File: config.mk
export PLATFORM = sky130hd
export DESIGN_NAME = multicycle_ctrl
export DESIGN_NICKNAME = d
export VERILOG_FILES = /design/src/rtl/multicycle_ctrl.sv
export SDC_FILE = /design/constraint.sdc
export NUM_CORES = 1
export LEC_CHECK = 0
export CAP_MARGIN = 15
export CORE_MARGIN = 1.5
export CORE_UTILIZATION = 45
export CTS_BUF_LIST = sky130_fd_sc_hd__clkbuf_4 sky130_fd_sc_hd__clkbuf_8
export CTS_CLUSTER_SIZE = 16
export DETAILED_ROUTE_END_ITERATION = 10
export GPL_TIMING_DRIVEN = 0
export PLACE_DENSITY_LB_ADDON = 0.05
export REMOVE_ABC_BUFFERS = 1
export SETUP_SLACK_MARGIN = 0.15
export SLEW_MARGIN = 20
export SYNTH_ARGS = -nofsm -noshare
export SYNTH_HDL_FRONTEND = slang
export SYNTH_SLANG_ARGS = --single-unit
File: constraint.sdc
create_clock -name clk_i -period 1.6 [get_ports clk_i]
set_clock_uncertainty 0.15 [all_clocks]
set_input_delay 0.24 -clock clk_i [delete_from_list [all_inputs] [get_ports clk_i]]
set_output_delay 0.24 -clock clk_i [all_outputs]
set_load 0.02 [all_outputs]
File: src/rtl/multicycle_ctrl.sv
// Multicycle control FSM sequencing FETCH/DECODE/EXEC/MEM/WB with bounded memory waits and a sticky trap.
// Optional retired-instruction counter (instret_o) enabled by defining MCTRL_PERF_CNT_EN.
module multicycle_ctrl #(
   parameter int unsigned TIMEOUT_CYCLES = 16
) (
   input  logic       clk_i,
   input  logic       rst_ni,
   input  logic [6:0] opcode_i,
   input  logic       zero_i,
   input  logic       imem_ready_i,
   input  logic       dmem_ready_i,
   output logic       imem_req_o,
   output logic       ir_we_o,
   output logic       pc_we_o,
   output logic       branch_o,
   output logic       regwrite_o,
   output logic       alusrc_o,
   output logic       memtoreg_o,
   output logic       memread_o,
   output logic       memwrite_o,
   output logic [2:0] ALUOp_o,
   output logic       trap_o,
   output logic [1:0] trap_cause_o,
   output logic [2:0] state_o
`ifdef MCTRL_PERF_CNT_EN
   ,
   output logic [31:0] instret_o
`endif
);

   // Handshake: FETCH/MEM hold their request strobe until the matching ready is
   // seen high at a rising edge; ready in the same cycle as the request is accepted.
   typedef enum logic [2:0] {
      S_START  = 3'b000,
      S_FETCH  = 3'b001,
      S_DECODE = 3'b010,
      S_EXEC   = 3'b011,
      S_MEM    = 3'b100,
      S_WB     = 3'b101,
      S_TRAP   = 3'b110
   } state_t;

   localparam logic [6:0] OP_I = 7'b0010011;
   localparam logic [6:0] OP_R = 7'b0110011;
   localparam logic [6:0] OP_S = 7'b0100011;
   localparam logic [6:0] OP_L = 7'b0000011;
   localparam logic [6:0] OP_B = 7'b1100011;
   localparam logic [6:0] OP_J = 7'b1100111;

   localparam bit         TO_EN   = (TIMEOUT_CYCLES != 0);
   localparam logic [7:0] TO_LAST = TO_EN ? 8'(TIMEOUT_CYCLES - 1) : 8'd0;

   state_t     state_q, state_d;
   logic [6:0] op_q, op_d;
   logic [7:0] wait_q, wait_d;
   logic [1:0] cause_q, cause_d;
   logic       expired;
   logic [7:0] wait_inc;

   function automatic logic is_legal(input logic [6:0] op);
      return (op == OP_I) || (op == OP_R) || (op == OP_S) ||
             (op == OP_L) || (op == OP_B) || (op == OP_J);
   endfunction

   assign expired  = TO_EN && (wait_q == TO_LAST);
   assign wait_inc = (wait_q == 8'hFF) ? wait_q : wait_q + 8'd1;

   always_comb begin
      state_d    = state_q;
      op_d       = op_q;
      wait_d     = 8'd0;
      cause_d    = cause_q;
      imem_req_o = 1'b0;
      ir_we_o    = 1'b0;
      pc_we_o    = 1'b0;
      branch_o   = 1'b0;
      regwrite_o = 1'b0;
      alusrc_o   = 1'b0;
      memtoreg_o = 1'b0;
      memread_o  = 1'b0;
      memwrite_o = 1'b0;
      ALUOp_o    = 3'b000;
      trap_o     = 1'b0;
      case (state_q)
         S_START: state_d = S_FETCH;
         S_FETCH: begin
            imem_req_o = 1'b1;
            if (imem_ready_i) begin
               ir_we_o = 1'b1;
               pc_we_o = 1'b1;
               state_d = S_DECODE;
            end else if (expired) begin
               state_d = S_TRAP;
               cause_d = 2'b10;
            end else begin
               wait_d = wait_inc;
            end
         end
         S_DECODE: begin
            op_d = opcode_i;
            if (is_legal(opcode_i)) begin
               state_d = S_EXEC;
            end else begin
               state_d = S_TRAP;
               cause_d = 2'b01;
            end
         end
         S_EXEC: begin
            case (op_q)
               OP_R: begin
                  ALUOp_o = 3'b010;
                  state_d = S_WB;
               end
               OP_I: begin
                  ALUOp_o  = 3'b011;
                  alusrc_o = 1'b1;
                  state_d  = S_WB;
               end
               OP_L, OP_S: begin
                  alusrc_o = 1'b1;
                  state_d  = S_MEM;
               end
               OP_B: begin
                  ALUOp_o  = 3'b001;
                  branch_o = 1'b1;
                  pc_we_o  = zero_i;
                  state_d  = S_FETCH;
               end
               default: begin
                  branch_o = 1'b1;
                  pc_we_o  = 1'b1;
                  state_d  = S_FETCH;
               end
            endcase
         end
         S_MEM: begin
            alusrc_o   = 1'b1;
            memread_o  = (op_q == OP_L);
            memwrite_o = (op_q == OP_S);
            if (dmem_ready_i) begin
               state_d = (op_q == OP_L) ? S_WB : S_FETCH;
            end else if (expired) begin
               state_d = S_TRAP;
               cause_d = 2'b10;
            end else begin
               wait_d = wait_inc;
            end
         end
         S_WB: begin
            regwrite_o = 1'b1;
            memtoreg_o = (op_q == OP_L);
            state_d    = S_FETCH;
         end
         S_TRAP: trap_o = 1'b1;
         default: state_d = S_START;
      endcase
   end

   always_ff @(posedge clk_i) begin
      if (!rst_ni) begin
         state_q <= S_START;
         op_q    <= 7'd0;
         wait_q  <= 8'd0;
         cause_q <= 2'b00;
      end else begin
         state_q <= state_d;
         op_q    <= op_d;
         wait_q  <= wait_d;
         cause_q <= cause_d;
      end
   end

   assign state_o      = state_q;
   assign trap_cause_o = cause_q;

`ifdef MCTRL_PERF_CNT_EN
   logic [31:0] instret_q;
   logic        retire;

   // One instruction retires on every return to FETCH from EXEC, MEM or WB.
   assign retire = (state_d == S_FETCH) &&
                   ((state_q == S_EXEC) || (state_q == S_MEM) || (state_q == S_WB));

   always_ff @(posedge clk_i) begin
      if (!rst_ni) begin
         instret_q <= 32'd0;
      end else if (retire) begin
         instret_q <= instret_q + 32'd1;
      end
   end

   assign instret_o = instret_q;
`endif

endmodule

# Word level (Yosys, flattened, before mapping)
# Cells that the tools add are included.
[word_totals]
out_inout_bits = 18
register_bits = 20
word_cells = 73
input_bits = 12
[op_classes]
n_addsub = 1
mux = 33
n_reduce_logical = 13
n_eq_ne = 22
[ops]
columns = ["op", "count"]
rows = [
  ["8-bit 2-to-1 mux", 4],
  ["7-bit by 6-bit == test with 1-bit output, second input constant", 4],
  ["7-bit == test, second input constant", 3],
  ["3-bit case mux with 6 select lines", 1],
  ["8-bit case mux with 2 select lines", 1],
  ["3-bit 2-to-1 mux", 5],
  ["7-bit by 2-bit == test with 1-bit output, second input constant", 2],
  ["7-bit by 5-bit == test with 1-bit output, second input constant", 2],
  ["2-bit case mux with 3 select lines", 2],
  ["1-bit 2-to-1 mux", 11],
  ["2-bit 2-to-1 mux", 5],
  ["3-bit == test, second input constant", 3],
  ["8-bit by 1-bit adder with 8-bit output, second input constant", 1],
  ["8-bit by 4-bit == test with 1-bit output, second input constant", 1],
  ["8-bit == test, second input constant", 1],
  ["3-bit by 2-bit == test with 1-bit output, second input constant", 2],
  ["2-bit inequality test, second input constant", 3],
  ["1-bit case mux with 2 select lines", 3],
  ["3-bit case mux with 2 select lines", 1],
  ["2-bit OR reduction", 3],
  ["1-bit logical OR", 5],
  ["4-bit AND reduction", 1],
  ["4-bit OR reduction", 1],
  ["3-bit by 1-bit == test with 1-bit output, second input constant", 1],
  ["3 further kinds", 3],
]

# Logic depth before layout (Yosys ltp)
# Gate-level depths: netlist of run 1.
[depth]
ltp_word = 8
mapped_depth = 5

# Worst setup path before layout of run 1
# No wires, ideal clock.
[synth_timing]
kind = "reg2out"
startpoint = "register state_q[0] (netlist: state_o[0])"
endpoint = "output port pc_we_o"
arrival_time_ns = 1.651
stages_incl_launch_ff = 4
required_ns = 1.210
path_buffers = 0
setup_slack_ns = -0.441
path_cell_list = "dfxtp_1 -> nor3b_1 -> and2_1 -> a21o_1"
[synth_via]
elab_chain_len = 2
elab_cells_between_ends = 3
[synth_lines]
columns = ["element", "line", "source"]
rows = [
  ["start: declaration", "53", "state_t state_q, state_d;"],
  ["start signal: assignment", "166", "state_q <= state_d;"],
  ["3-bit by 2-bit == test with 1-bit output / 3-bit by 1-bit == test with 1-bit output (equally long branches)", "84", "case (state_q)"],
  ["1-bit case mux with 2 select lines *", "84", ""],
  ["end: declaration", "14", "output logic pc_we_o,"],
]
# Mark *: on every way between the ends. The rest lies on a longest branch, timed or not.

# Worst setup path after layout of run 1
[layout_timing]
startpoint = "register op_q[2]"
endpoint = "output port pc_we_o"
[layout_via]
elab_chain_len = 4
elab_cells_between_ends = 8
[layout_lines]
columns = ["element", "line", "source"]
rows = [
  ["start: declaration", "54", "logic [6:0] op_q, op_d;"],
  ["start signal: assignment", "167", "op_q <= op_d;"],
  ["7-bit by 2-bit == test with 1-bit output, or another cell as far along", "109", "case (op_q)"],
  ["4-bit OR reduction (no source line)", "-", ""],
  ["1-bit case mux with 2 select lines *", "109", ""],
  ["1-bit case mux with 2 select lines *", "84", ""],
]
# Marked as above.

==> out/summary.md, run 1 <==
The switching share of total power was 0.3096; the synthesized area per cell was 8.768 µm². The final-report hold violation count is 0. The flow ran to the end, but the final reports show violations. Power per cell area: 653.8 nW/µm². The tools report the overall routed net length as 3.576 mm. The logs give 2455 µm² for the area of the core and 12 for the maximum number of pins on one net before global-route repair.

Global routing finished with a remaining overflow of 0. The data required time of the critical path came out at 1.21 ns. The worst setup path endpoint is pc_we_o.

The async set-or-reset flop fraction in the synthesized netlist came out at 0. Based on the critical path, the design can be clocked at up to 478.0 MHz. The Yosys step of the flow raised 0 warnings.

For this design the static power due to leakage is 0.0008302 µW. The logs give 0 for the number of max-slew violations in the final report and 2 for the number of buffers on the longest clock path. Synthesis-to-layout area growth: 73.97%. The relative contribution of combinational cells to total power is 0.348, and the shortest clock period the worst path allows after layout is 2.092 ns. Most frequently used flop master after synthesis: dfxtp_1. The final reports fail on setup timing. The most common library cell in the layout ignoring fill and taps is buf_4. The type of the most critical hold path is in2reg. The logs give 184 for the count of placed standard cells including taps and -0.18 ns for the setup slack on the worst flop-to-flop path. By area the synthesized netlist is led by dfxtp_1 35%, nor2_1 7.2%, mux2i_1 7.0%. The run gives -0.4921 ns as the least setup slack across all paths after layout. Summed over all instances, the cell type with the most area after synthesis is dfxtp_1.

The most critical setup path has its startpoint at op_q[2]$_SDFFE_PN0P_. The synthesized design contains 20 register bits. The routed length per placed instance was 15.82 µm; the number of design-rule violations left by the first detailed-router iteration was 27. The fraction of power consumed by the clock network was 0.228; the average via count per standard cell was 5.588. Pin placement for this block handled 30 I/O pins. The first detailed-routing pass took 4 iterations. The sequential power share is 0.424, and the arrival time of data at the critical path endpoint is 1.70 ns. The tree is rooted in a clkbuf_4. Setup repair after global routing could not meet its margin everywhere. STA classifies the critical path endpoint as an output pin. The analysis attributes to net switching a power of 404.5 µW. The die area was 2864 µm². TritonCTS built the clock tree. The share of the clock period used by the worst path is 1.308, and the initial antenna violation count is 0.

The finished layout holds 226 standard cells, fillers aside. The die is 53.52 µm tall. Routability-driven placement finished with a final weighted congestion of 0.7317. The count of different cell masters after synthesis came out at 47. The maximum fanout count along the critical path is 5, and the share of layout cells above drive strength 1 is 0.5561.

Number of levels the H-tree was split into: 1. The aggregate global-route resource usage is 0.2460, and the number of placement rows is 18. After clock tree synthesis, the clock-pin slew on the worst setup and hold paths is 0.11 ns. The clock drives 20 sinks. Via count of the first global-routing pass: 1073. The depth of the worst register-to-register path was 8; the number of inserted diodes was 0. The number of antenna-violating nets in the routed design is 0, and the DRC violation count after routing is 0. The logs give 0.3486 for the share of synthesized area occupied by flip-flops and latches and 0.30 ns for the clock latency on the worst-skew pair.

VDD sags by at most 0.6699 mV. The tools report the wire length of the first global-routing pass as 5.071 mm. For this block, the via count after detailed routing is 1263. Summing every instance area after synthesis gives 1149 µm².

The number of enable flip-flop cells after synthesis came out at 0. The reg-to-reg critical path endpoint was wait_q[6]$_SDFF_PN0_. The tool flagged a number of max-cap violations equal to 0.

In the final design database the tool counted 210 nets. Setup violations remaining at the end of the flow were counted as 31. Clock tree synthesis inserted a total of 3 buffers. The internal power came out at 901.8 µW.

The synthesized instance count came out at 131. The tools report the HPWL reported at the end of detailed placement as 1.816 mm. The run gives 1425 µm² as the area of placed instances. The worst setup path is launched from a register. The startpoint of the lowest-slack register-to-register path is state_o[2]$_SDFFE_PN0N_. In the layout the commonest cells are 31 x buf_4, 19 x nor2_1, 17 x buf_6. Input and output buffers added on the ports amount to 28. With fillers left out, the area of the finished cells amounts to 1998 µm². The starting density of the core is 0.4679.

The worst setup path is of the reg2out kind. The die is 53.52 µm wide. The area share of the largest cell type after synthesis is 0.3486.
-- timing repair --
item	in CTS	in global routing
pin swaps	20	15
hold buffers	0	0
resized for setup	129	27
setup buffers	26	12
setup endpoints to repair	37	34
-- Yosys cell counts (2+ instances only) --
cell type / n
a21o_1: 2
a211oi_1: 3
nor2b_1: 4
a221oi_2: 2
buf_4: 2
and2_1: 3
and3_1: 4
nor2_1: 22
dfxtp_1: 20
buf_6: 2
nor3_1: 7
nor3b_1: 4
mux2i_1: 8
o21ai_0: 2
nand2_1: 10
nand3b_1: 2
a21oi_1: 4
-- layout make-up --
| class | count | area (µm²) |
|---|---|---|
| fill | 157 | 456.7 |
| multi-input combinational | 103 | 898.4 |
| tap | 30 | 37.54 |
| timing repair buffer | 66 | 584.3 |
| sequential | 20 | 422.9 |
| clock buffer | 4 | 36.28 |
| inverter | 3 | 18.77 |
-- metal layers --
layer	vias up	wire, µm	track usage
met5	-	0	0
met4	0	33	0.05128
met3	7	168	0.05932
met2	39	1799	0.4095
met1	612	1575	0.3214
li1	605	-	-
-- power groups by stage --
stage	Clock (µW)	Combinational, µW	Sequential (µW)
2_1_floorplan	0	144	585
3_3_place_gp	0	256	580
3_5_place_dp	0	260	581
4_1_cts	304	389	551
5_1_grt	337	479	558
6_report	298	454	554
-- flip-flops by register name (all words and copies together), names as in the netlist --
register	count
op_q	7
state_o	3
trap_cause_o	2
wait_q	8
-- worst max-delay path, cell delays in order (launching register included) --
cell	delay [ns]
dfxtp_2	0.34
nand4bb_4	0.25
or4b_1	0.49
a21o_1	0.20
buf_6	0.13
-- cells by family (layout without fill, tap and decap cells) --
group | Yosys count | in the layout | synth area share
AND/OR/NAND/NOR | 71 | 71 | 0.3682
adder cells (fa/ha/maj) | 1 | 1 | 0.01089
flip-flops | 20 | 20 | 0.3486
AO/OA/AOI/OAI | 21 | 21 | 0.1438
multiplexers | 8 | 8 | 0.06972
other | 1 | 1 | 0.003265
XOR/XNOR | 1 | 1 | 0.007627
buffers and inverters | 8 | 73 | 0.04792
-- per-stage QoR --
step,utilization,total power [µW],setup slack (ns),hold slack (ns),setup TNS [ns]
4_1_cts,0.7543,1244,-0.5126,0.1547,-3.194
3_5_place_dp,0.5805,841.2,-0.7347,0.3255,-10.39
2_1_floorplan,-,728.5,-0.5994,0.2179,-3.878
6_report,0.8140,1306,-0.4921,0.1634,-5.404
3_3_place_gp,0.5805,835.6,-0.7471,0.3056,-9.658
5_1_grt,0.8140,1374,-0.5670,0.1871,-7.650
-- worst min path at each step --
stage | start | end | depth (start not counted)
after floorplan | rst_ni | state_o[2]$_SDFFE_PN0N_ | 1
final | opcode_i[2] | op_q[2]$_SDFFE_PN0P_ | 3
after global placement | trap_cause_o[1]$_SDFFE_PN0P_ | trap_cause_o[1]$_SDFFE_PN0P_ | 2
after CTS | opcode_i[2] | op_q[2]$_SDFFE_PN0P_ | 3
after detailed placement | trap_cause_o[1]$_SDFFE_PN0P_ | trap_cause_o[1]$_SDFFE_PN0P_ | 2
after global routing | opcode_i[2] | op_q[2]$_SDFFE_PN0P_ | 3
Note: power is estimated with default switching activity, not from simulation.
==> inputs of run 2 (changes only) <==
--- a/config.mk
+++ b/config.mk
@@ -5,7 +5,7 @@
 export SDC_FILE = /design/constraint.sdc
 export NUM_CORES = 1
 export LEC_CHECK = 0
-export CAP_MARGIN = 15
+export CAP_MARGIN = 40
 export CORE_MARGIN = 1.5
 export CORE_UTILIZATION = 45
 export CTS_BUF_LIST = sky130_fd_sc_hd__clkbuf_4 sky130_fd_sc_hd__clkbuf_8
==> results of run 2 <==
Final layout, timing and power as in run 1 (identical DEF).
